--- config.mk ---
export PLATFORM = sky130hd
export DESIGN_NAME = generic_dsp_param_flat
export DESIGN_NICKNAME = d
export VERILOG_FILES = /design/src/rtl/generic_dsp_param_if.sv /design/src/rtl/generic_dsp_param.sv /design/src/flat_wrapper.sv
export SDC_FILE = /design/constraint.sdc
export NUM_CORES = 1
export LEC_CHECK = 0
export CORE_MARGIN = 4
export CORE_UTILIZATION = 60
export CTS_CLUSTER_DIAMETER = 50
export DETAILED_ROUTE_END_ITERATION = 8
export HOLD_SLACK_MARGIN = 0.02
export PLACE_DENSITY = 0.94
export SLEW_MARGIN = 20
export SYNTH_ARGS = -nofsm -noshare
export SYNTH_HDL_FRONTEND = slang
export SYNTH_SLANG_ARGS = --single-unit
export TNS_END_PERCENT = 50
--- constraint.sdc ---
create_clock -name clock_i -period 13.7 [get_ports clock_i]
set_clock_uncertainty 0.05 [all_clocks]
set_input_delay 2.055 -clock clock_i [delete_from_list [all_inputs] [get_ports clock_i]]
set_output_delay 2.055 -clock clock_i [all_outputs]
set_load 0.005 [all_outputs]
--- src/rtl/generic_dsp_param_if.sv ---
// Signal bundle for one DSP slice: operands, control, cascade input and result flags.
// master drives the operation, slave is the slice itself.
interface generic_dsp_param_if #(
    parameter int unsigned AW  = 17,
    parameter int unsigned BW  = 17,
    parameter int unsigned CW  = 34,
    parameter int unsigned PW  = 48,
    parameter int unsigned POW = 34
);
    logic            valid_i;
    logic            CREG_en_i;
    logic [8:0]      OPMODE_i;
    logic            ALUMODE_i;
    logic            CARRYIN_i;
    logic [AW-1:0]   A_i;
    logic [BW-1:0]   B_i;
    logic [CW-1:0]   C_i;
    logic [PW-1:0]   PCIN_i;
    logic [POW-1:0]  P_o;
    logic [PW-1:0]   PCOUT_o;
    logic            valid_o;
    logic            pdet_o;
    logic            carry_o;

    modport master (
        output valid_i, CREG_en_i, OPMODE_i, ALUMODE_i, CARRYIN_i, A_i, B_i, C_i, PCIN_i,
        input  P_o, PCOUT_o, valid_o, pdet_o, carry_o
    );

    modport slave (
        input  valid_i, CREG_en_i, OPMODE_i, ALUMODE_i, CARRYIN_i, A_i, B_i, C_i, PCIN_i,
        output P_o, PCOUT_o, valid_o, pdet_o, carry_o
    );
endinterface

--- src/rtl/generic_dsp_param.sv ---
// Parametrised cascadable DSP slice: optional A/B/M/C registers, W/XY/Z operand muxes,
// add/subtract ALU with carry-in, P register with zero-pattern detect and carry-out.
module generic_dsp_param #(
    parameter int unsigned AW    = 17,
    parameter int unsigned BW    = 17,
    parameter int unsigned CW    = 34,
    parameter int unsigned PW    = 48,
    parameter int unsigned POW   = 34,
    parameter int unsigned SHIFT = 17,
    parameter int unsigned ABREG = 1,
    parameter int unsigned MREG  = 1,
    parameter int unsigned CREG  = 1
) (
    input logic                clock_i,
    input logic                reset_i,
    generic_dsp_param_if.slave bus
);
    typedef struct packed {
        logic       valid;
        logic [8:0] opmode;
        logic       alumode;
        logic       carryin;
    } ctl_t;

    localparam int unsigned CtlDepth = ABREG + MREG;

    ctl_t             ctl_in;
    ctl_t             ctl_s;
    logic [AW-1:0]    a_s;
    logic [BW-1:0]    b_s;
    logic [AW+BW-1:0] m_prod;
    logic [AW+BW-1:0] m_s;
    logic [CW-1:0]    c_s;
    logic [PW-1:0]    w_val;
    logic [PW-1:0]    xy_val;
    logic [PW-1:0]    z_val;
    logic [PW:0]      rhs;
    logic [PW:0]      sum;
    logic [PW-1:0]    p_q;
    logic             valid_q;
    logic             pdet_q;
    logic             carry_q;

    assign ctl_in = {bus.valid_i, bus.OPMODE_i, bus.ALUMODE_i, bus.CARRYIN_i};

    if (ABREG == 0) begin : g_ab_pass
        assign a_s = bus.A_i;
        assign b_s = bus.B_i;
    end else begin : g_ab_reg
        logic [AW-1:0] a_q [ABREG];
        logic [BW-1:0] b_q [ABREG];
        // A/B operand register chain of ABREG stages.
        always_ff @(posedge clock_i) begin
            if (reset_i) begin
                for (int i = 0; i < ABREG; i++) begin
                    a_q[i] <= '0;
                    b_q[i] <= '0;
                end
            end else begin
                a_q[0] <= bus.A_i;
                b_q[0] <= bus.B_i;
                for (int i = 1; i < ABREG; i++) begin
                    a_q[i] <= a_q[i-1];
                    b_q[i] <= b_q[i-1];
                end
            end
        end
        assign a_s = a_q[ABREG-1];
        assign b_s = b_q[ABREG-1];
    end

    assign m_prod = {{BW{1'b0}}, a_s} * {{AW{1'b0}}, b_s};

    if (MREG == 0) begin : g_m_pass
        assign m_s = m_prod;
    end else begin : g_m_reg
        logic [AW+BW-1:0] m_q;
        // Product register.
        always_ff @(posedge clock_i) begin
            if (reset_i) m_q <= '0;
            else         m_q <= m_prod;
        end
        assign m_s = m_q;
    end

    if (CtlDepth == 0) begin : g_ctl_pass
        assign ctl_s = ctl_in;
    end else begin : g_ctl_pipe
        ctl_t ctl_q [CtlDepth];
        // Delay control by the A/B+M depth so it meets its own product at the adder.
        always_ff @(posedge clock_i) begin
            if (reset_i) begin
                for (int i = 0; i < CtlDepth; i++) ctl_q[i] <= '0;
            end else begin
                ctl_q[0] <= ctl_in;
                for (int i = 1; i < CtlDepth; i++) ctl_q[i] <= ctl_q[i-1];
            end
        end
        assign ctl_s = ctl_q[CtlDepth-1];
    end

    if (CREG == 0) begin : g_c_pass
        assign c_s = bus.C_i;
    end else begin : g_c_reg
        logic [CW-1:0] c_q;
        // C holding register; not aligned with A/B, reset beats the load enable.
        always_ff @(posedge clock_i) begin
            if (reset_i)            c_q <= '0;
            else if (bus.CREG_en_i) c_q <= bus.C_i;
        end
        assign c_s = c_q;
    end

    // Operand muxes and the PW+1 bit add/subtract; bit PW is carry or borrow.
    always_comb begin
        w_val  = '0;
        xy_val = '0;
        z_val  = '0;
        if (ctl_s.opmode[8:7] == 2'b11) w_val = PW'(c_s);
        if (ctl_s.opmode[3:0] == 4'b0101) xy_val = PW'(m_s);
        case (ctl_s.opmode[6:4])
            3'b010:  z_val = p_q;
            3'b110:  z_val = p_q >> SHIFT;
            3'b001:  z_val = bus.PCIN_i;
            3'b101:  z_val = bus.PCIN_i >> SHIFT;
            default: z_val = '0;
        endcase
        rhs = {1'b0, w_val} + {1'b0, xy_val} + {{PW{1'b0}}, ctl_s.carryin};
        sum = ctl_s.alumode ? ({1'b0, z_val} - rhs) : ({1'b0, z_val} + rhs);
    end

    // P register and result flags; P updates every cycle, valid only qualifies it.
    always_ff @(posedge clock_i) begin
        if (reset_i) begin
            p_q     <= '0;
            valid_q <= 1'b0;
            pdet_q  <= 1'b0;
            carry_q <= 1'b0;
        end else begin
            p_q     <= sum[PW-1:0];
            valid_q <= ctl_s.valid;
            pdet_q  <= (sum[POW-1:0] == '0);
            carry_q <= sum[PW];
        end
    end

    assign bus.P_o     = p_q[POW-1:0];
    assign bus.PCOUT_o = p_q;
    assign bus.valid_o = valid_q;
    assign bus.pdet_o  = pdet_q;
    assign bus.carry_o = carry_q;
endmodule

--- src/flat_wrapper.sv ---
// flat-port wrapper written by rule: the top's interface ports become plain ports
module generic_dsp_param_flat 
#(
    parameter int unsigned AW    = 17,
    parameter int unsigned BW    = 17,
    parameter int unsigned CW    = 34,
    parameter int unsigned PW    = 48,
    parameter int unsigned POW   = 34,
    parameter int unsigned SHIFT = 17,
    parameter int unsigned ABREG = 1,
    parameter int unsigned MREG  = 1,
    parameter int unsigned CREG  = 1
)
  (clock_i, reset_i, bus_valid_i, bus_CREG_en_i, bus_OPMODE_i, bus_ALUMODE_i, bus_CARRYIN_i, bus_A_i, bus_B_i, bus_C_i, bus_PCIN_i, bus_P_o, bus_PCOUT_o, bus_valid_o, bus_pdet_o, bus_carry_o);
  generic_dsp_param_if #(.AW(AW), .BW(BW), .CW(CW), .PW(PW), .POW(POW)) bus_i ();
  input logic clock_i;
  input logic reset_i;
  input wire logic [$bits(bus_i.valid_i)-1:0] bus_valid_i;
  input wire logic [$bits(bus_i.CREG_en_i)-1:0] bus_CREG_en_i;
  input wire logic [$bits(bus_i.OPMODE_i)-1:0] bus_OPMODE_i;
  input wire logic [$bits(bus_i.ALUMODE_i)-1:0] bus_ALUMODE_i;
  input wire logic [$bits(bus_i.CARRYIN_i)-1:0] bus_CARRYIN_i;
  input wire logic [$bits(bus_i.A_i)-1:0] bus_A_i;
  input wire logic [$bits(bus_i.B_i)-1:0] bus_B_i;
  input wire logic [$bits(bus_i.C_i)-1:0] bus_C_i;
  input wire logic [$bits(bus_i.PCIN_i)-1:0] bus_PCIN_i;
  output wire logic [$bits(bus_i.P_o)-1:0] bus_P_o;
  output wire logic [$bits(bus_i.PCOUT_o)-1:0] bus_PCOUT_o;
  output wire logic [$bits(bus_i.valid_o)-1:0] bus_valid_o;
  output wire logic [$bits(bus_i.pdet_o)-1:0] bus_pdet_o;
  output wire logic [$bits(bus_i.carry_o)-1:0] bus_carry_o;
  assign bus_i.valid_i = bus_valid_i;
  assign bus_i.CREG_en_i = bus_CREG_en_i;
  assign bus_i.OPMODE_i = bus_OPMODE_i;
  assign bus_i.ALUMODE_i = bus_ALUMODE_i;
  assign bus_i.CARRYIN_i = bus_CARRYIN_i;
  assign bus_i.A_i = bus_A_i;
  assign bus_i.B_i = bus_B_i;
  assign bus_i.C_i = bus_C_i;
  assign bus_i.PCIN_i = bus_PCIN_i;
  assign bus_P_o = bus_i.P_o;
  assign bus_PCOUT_o = bus_i.PCOUT_o;
  assign bus_valid_o = bus_i.valid_o;
  assign bus_pdet_o = bus_i.pdet_o;
  assign bus_carry_o = bus_i.carry_o;
  generic_dsp_param #(.AW(AW), .BW(BW), .CW(CW), .PW(PW), .POW(POW), .SHIFT(SHIFT), .ABREG(ABREG), .MREG(MREG), .CREG(CREG)) u_core (.clock_i(clock_i), .reset_i(reset_i), .bus(bus_i));
endmodule
==> impl_results.md <==
* Synth Area in Adders at 0.2961
* Ratio of cells with drive above 1 in the final layout at 0.05970
* Routed WL at 64870 um
* Post-CTS Resized at 0
* Root buf cell: clkbuf_16
* Postcts setup bufs at 0
* Port-buffer cells at 215
* Chip Height at 206.0 um
* Sw frac at 0.3910
* Vias in the first global route at 20930
* Worst slew pin tran at 1.081 ns
* Synth Cell Area at 0.02352 mm^2
* Crit path kind: flop to flop
* # IOs at 216
* Synthesis-stage register bit count at 177
* # DRC at 0
* Yosys warns at 0
* Fin util at 0.6769
* Multi-input gate area at 0.01809 mm^2
* DR WL/cell at 18.99 um
* Die Wd at 206.0 um
* # rows at 72
* Max clock buf depth at 2
* H-tree levels at 4
* Synth Flop Type: dfxtp_1
* Worst path slowest cell: a2111oi_0
* # setup viols final at 0
* Largest family of logic cells by synthesized area: adder cells
* Worst setup SP type: flop
* Worst Path Buf+Inv at 0
* Design Area, Final at 0.02622 mm^2
* Post-synth cell types at 95
* FF+latch area at 0.003545 mm^2
* GR met2 Demand/Resource at 0.5315
* Final RePlAce weighted congestion at 0.9446
* CP Data Required Time at 14.00 ns
* Worst EP arrival at 9.89 ns
* Max-slew headroom at the worst pin at 0.2728
* Core Area at 0.03874 mm^2
* Synth area leaders: fa_1 19%, dfxtp_1 15%, ha_1 10%
* Post-Synth Simple-Gate Area at 0.2176
* Compound-Gate Fraction of Synth Area at 0.1434
* Post-Synth XOR/XNOR Area at 0.06161
* DR vias/cell at 6.025
* Hold Path Class: flop to flop
* CP Max Fanout at 34
* Worst-path clk slew at 0.08 ns
* Setup Total Neg Slack at 0 ns
* First-pass GRT wire length at 104600 um
* Tot Pwr at 2.066 mW
* # fillers at 2900
* Clk_lat worst skew at 0.48 ns
* Crit path largest cell delay at 0.78 ns
* Die area at 0.04243 mm^2
* Grt met1 use at 0.3516
* Max-cap viol count at 0
* Largest net degree at the start of global routing at 85
* Hold Fails Final Rpt at 0
* EDFF count, synth at 0
* GRT overflow at 0
* Syn Nets at 3360
* Drt first pass iters at 7
* DP Wirelength at 50740 um
* Seq/Total Area, Yosys at 0.1507
* RSZ-0062 raised after global routing: false
* Initial antenna violation count at 1
* Pwr per Cell Area at 78.79 mW/mm^2
* # hold bufs at CTS at 0
* Iter 0 DRT Violations at 1580
* Final nets at 3437
* Final slew viol count at 0
* Reg power frac at 0.325
* Comb power frac at 0.439
* Fmax achieved at 104.3 MHz
* Post-synthesis mux area share at 0.04990
* Area grow syn2layout at 11.49%
* CTS buffer count at 17
* Mean post-synth cell area at 8.376 um^2
* DP Area at 0.02562 mm^2
* CP endpoint kind: flop
* Clock network fraction of total power at 0.236
* CTS tree: built
* Final min period at 9.586 ns
* VDD IR-drop max at 0.09892 mV
* Outcome: completed
* Cell leakage power at 12.13 nW
* Diode count at 0
* Overall Global Routing Usage at 0.3044
* Internal Dissipation at 1.258 mW
* Via count at 20580
* Gr busiest metal: met2
* Flop2flop setup slack at 4.11 ns
* Cells after synthesis at 2808
* Grt met3 use at 0.06606
* Cell family with most CP delay: compound AO/OA/AOI/OAI gates
* P_sw at 807.8 uW
* Final ANT Viol Nets at 0
* Starting Density at 0.6071
* Synth area leader: fa_1
* Synth top area share at 0.1924
* Period utilization at 0.6997
* Fraction of registers with async set/reset at 0
* Clk sinks at 177
metrics by stage:
step                setup WS, ns  hold slack [ns]  std cells
global placement           4.317           0.3692       3383
global route               3.194           0.4150       3416
floorplan                  5.680           0.3638       2808
finish                     4.114           0.3935       3416
CTS                        3.839           0.3994       3415
detailed placement         3.986           0.3778       3383
worst paths after layout:
check	from	endpoint	cells past startpoint
worst max register to register	u_core.g_ctl_pipe.ctl_q[0][21]$_SDFF_PP0_	u_core.bus.PCOUT_o[46]$_SDFF_PP0_	28
worst min-delay path	u_core.g_ctl_pipe.ctl_q[0][8]$_SDFF_PP0_	u_core.g_ctl_pipe.ctl_q[0][20]$_SDFF_PP0_	1
worst max-delay path	u_core.g_ctl_pipe.ctl_q[0][21]$_SDFF_PP0_	u_core.bus.PCOUT_o[46]$_SDFF_PP0_	28
worst min register to register	u_core.g_ctl_pipe.ctl_q[0][8]$_SDFF_PP0_	u_core.g_ctl_pipe.ctl_q[0][20]$_SDFF_PP0_	1
placed cells by master (no fill, tap or decap), types with 9 or more instances in the layout:
cell type | netlist | routed
a211o_1 | 11 | 11
a211oi_1 | 21 | 21
a21o_1 | 50 | 50
a21oi_1 | 102 | 102
a22oi_1 | 50 | 50
a311oi_1 | 9 | 9
a31o_2 | 10 | 10
a31oi_1 | 20 | 20
and2_1 | 156 | 156
and3_1 | 60 | 60
and4_1 | 12 | 12
buf_4 | 37 | 9
clkbuf_16 | 0 | 17
clkdlybuf4s50_1 | 0 | 213
dfxtp_1 | 177 | 176
fa_1 | 226 | 226
ha_1 | 195 | 195
inv_1 | 298 | 298
mux2_2 | 66 | 66
mux2i_1 | 43 | 43
nand2_1 | 266 | 266
nand2b_1 | 16 | 16
nand3_1 | 37 | 37
nand4_1 | 22 | 22
nor2_1 | 226 | 226
nor2b_1 | 80 | 80
nor3_1 | 41 | 41
nor4_1 | 11 | 11
o211ai_1 | 14 | 14
o21a_1 | 18 | 18
o21ai_0 | 62 | 62
o21bai_1 | 15 | 15
o31ai_1 | 9 | 9
or2_2 | 15 | 15
or3_1 | 10 | 10
xnor2_1 | 105 | 105
xor2_1 | 53 | 53
power groups by stage:
stage	Clock [mW]	Sequential, mW	Combinational (mW)
after floorplan	0	0.626	0.638
after global placement	0	0.672	0.843
after detailed placement	0	0.676	0.885
after CTS	0.496	0.664	0.898
after global routing	0.517	0.674	1.01
final	0.489	0.671	0.906
worst reg2reg max path: cells and delay by family (launching register included):
| kind | cells | cell delay, ns |
|---|---|---|
| AO/OA/AOI/OAI | 14 | 5.13 |
| adder cells (fa/ha/maj) | 3 | 1.05 |
| flip-flops | 1 | 0.61 |
| XOR/XNOR | 2 | 0.36 |
| AND/OR/NAND/NOR | 9 | 2.25 |
routing by layer:
metal  up-vias  share of wire
met2      1007           0.48
met5         -        0.00020
met1      9774           0.38
met4         2          0.054
li1       9552              -
met3       248          0.088
Yosys cell counts, types with 22 or more instances:
cell      count
a21o_1       50
a21oi_1     102
a22oi_1      50
and2_1      156
and3_1       60
buf_4        37
clkbuf_1    108
dfxtp_1     177
fa_1        226
ha_1        195
inv_1       298
mux2_2       66
mux2i_1      43
nand2_1     266
nand3_1      37
nand4_1      22
nor2_1      226
nor2b_1      80
nor3_1       41
o21ai_0      62
xnor2_1     105
xor2_1       53
layout make-up:
cell class	count	share of cell area
timing repair buffer	225	0.08504
tap	518	0.02472
clock buffer	17	0.01622
clock inverter	15	0.006156
inverter	298	0.04266
sequential	177	0.1352
multi-input combinational	2166	0.6900
cell families (layout without fill, tap and decap cells):
group | after synthesis | in the layout
mux | 109 | 109
compound gates | 478 | 478
buf+inv | 465 | 555
xor+xnor | 162 | 162
simple gates | 996 | 996
fa+ha+maj | 421 | 421
flops | 177 | 177
sequential cells by signal (all words and copies together) (netlist names):
| register | count |
|---|---|
| u_core.bus.pdet_o | 1 |
| u_core.g_ctl_pipe.ctl_q | 24 |
| u_core.c_s | 34 |
| u_core.bus.carry_o | 1 |
| u_core.bus.PCOUT_o | 48 |
| u_core.g_ab_reg.a_q | 17 |
| u_core.g_m_reg.m_q | 34 |
| u_core.g_ab_reg.b_q | 17 |
| u_core.bus.valid_o | 1 |
Power figures use the tool's default switching activity.
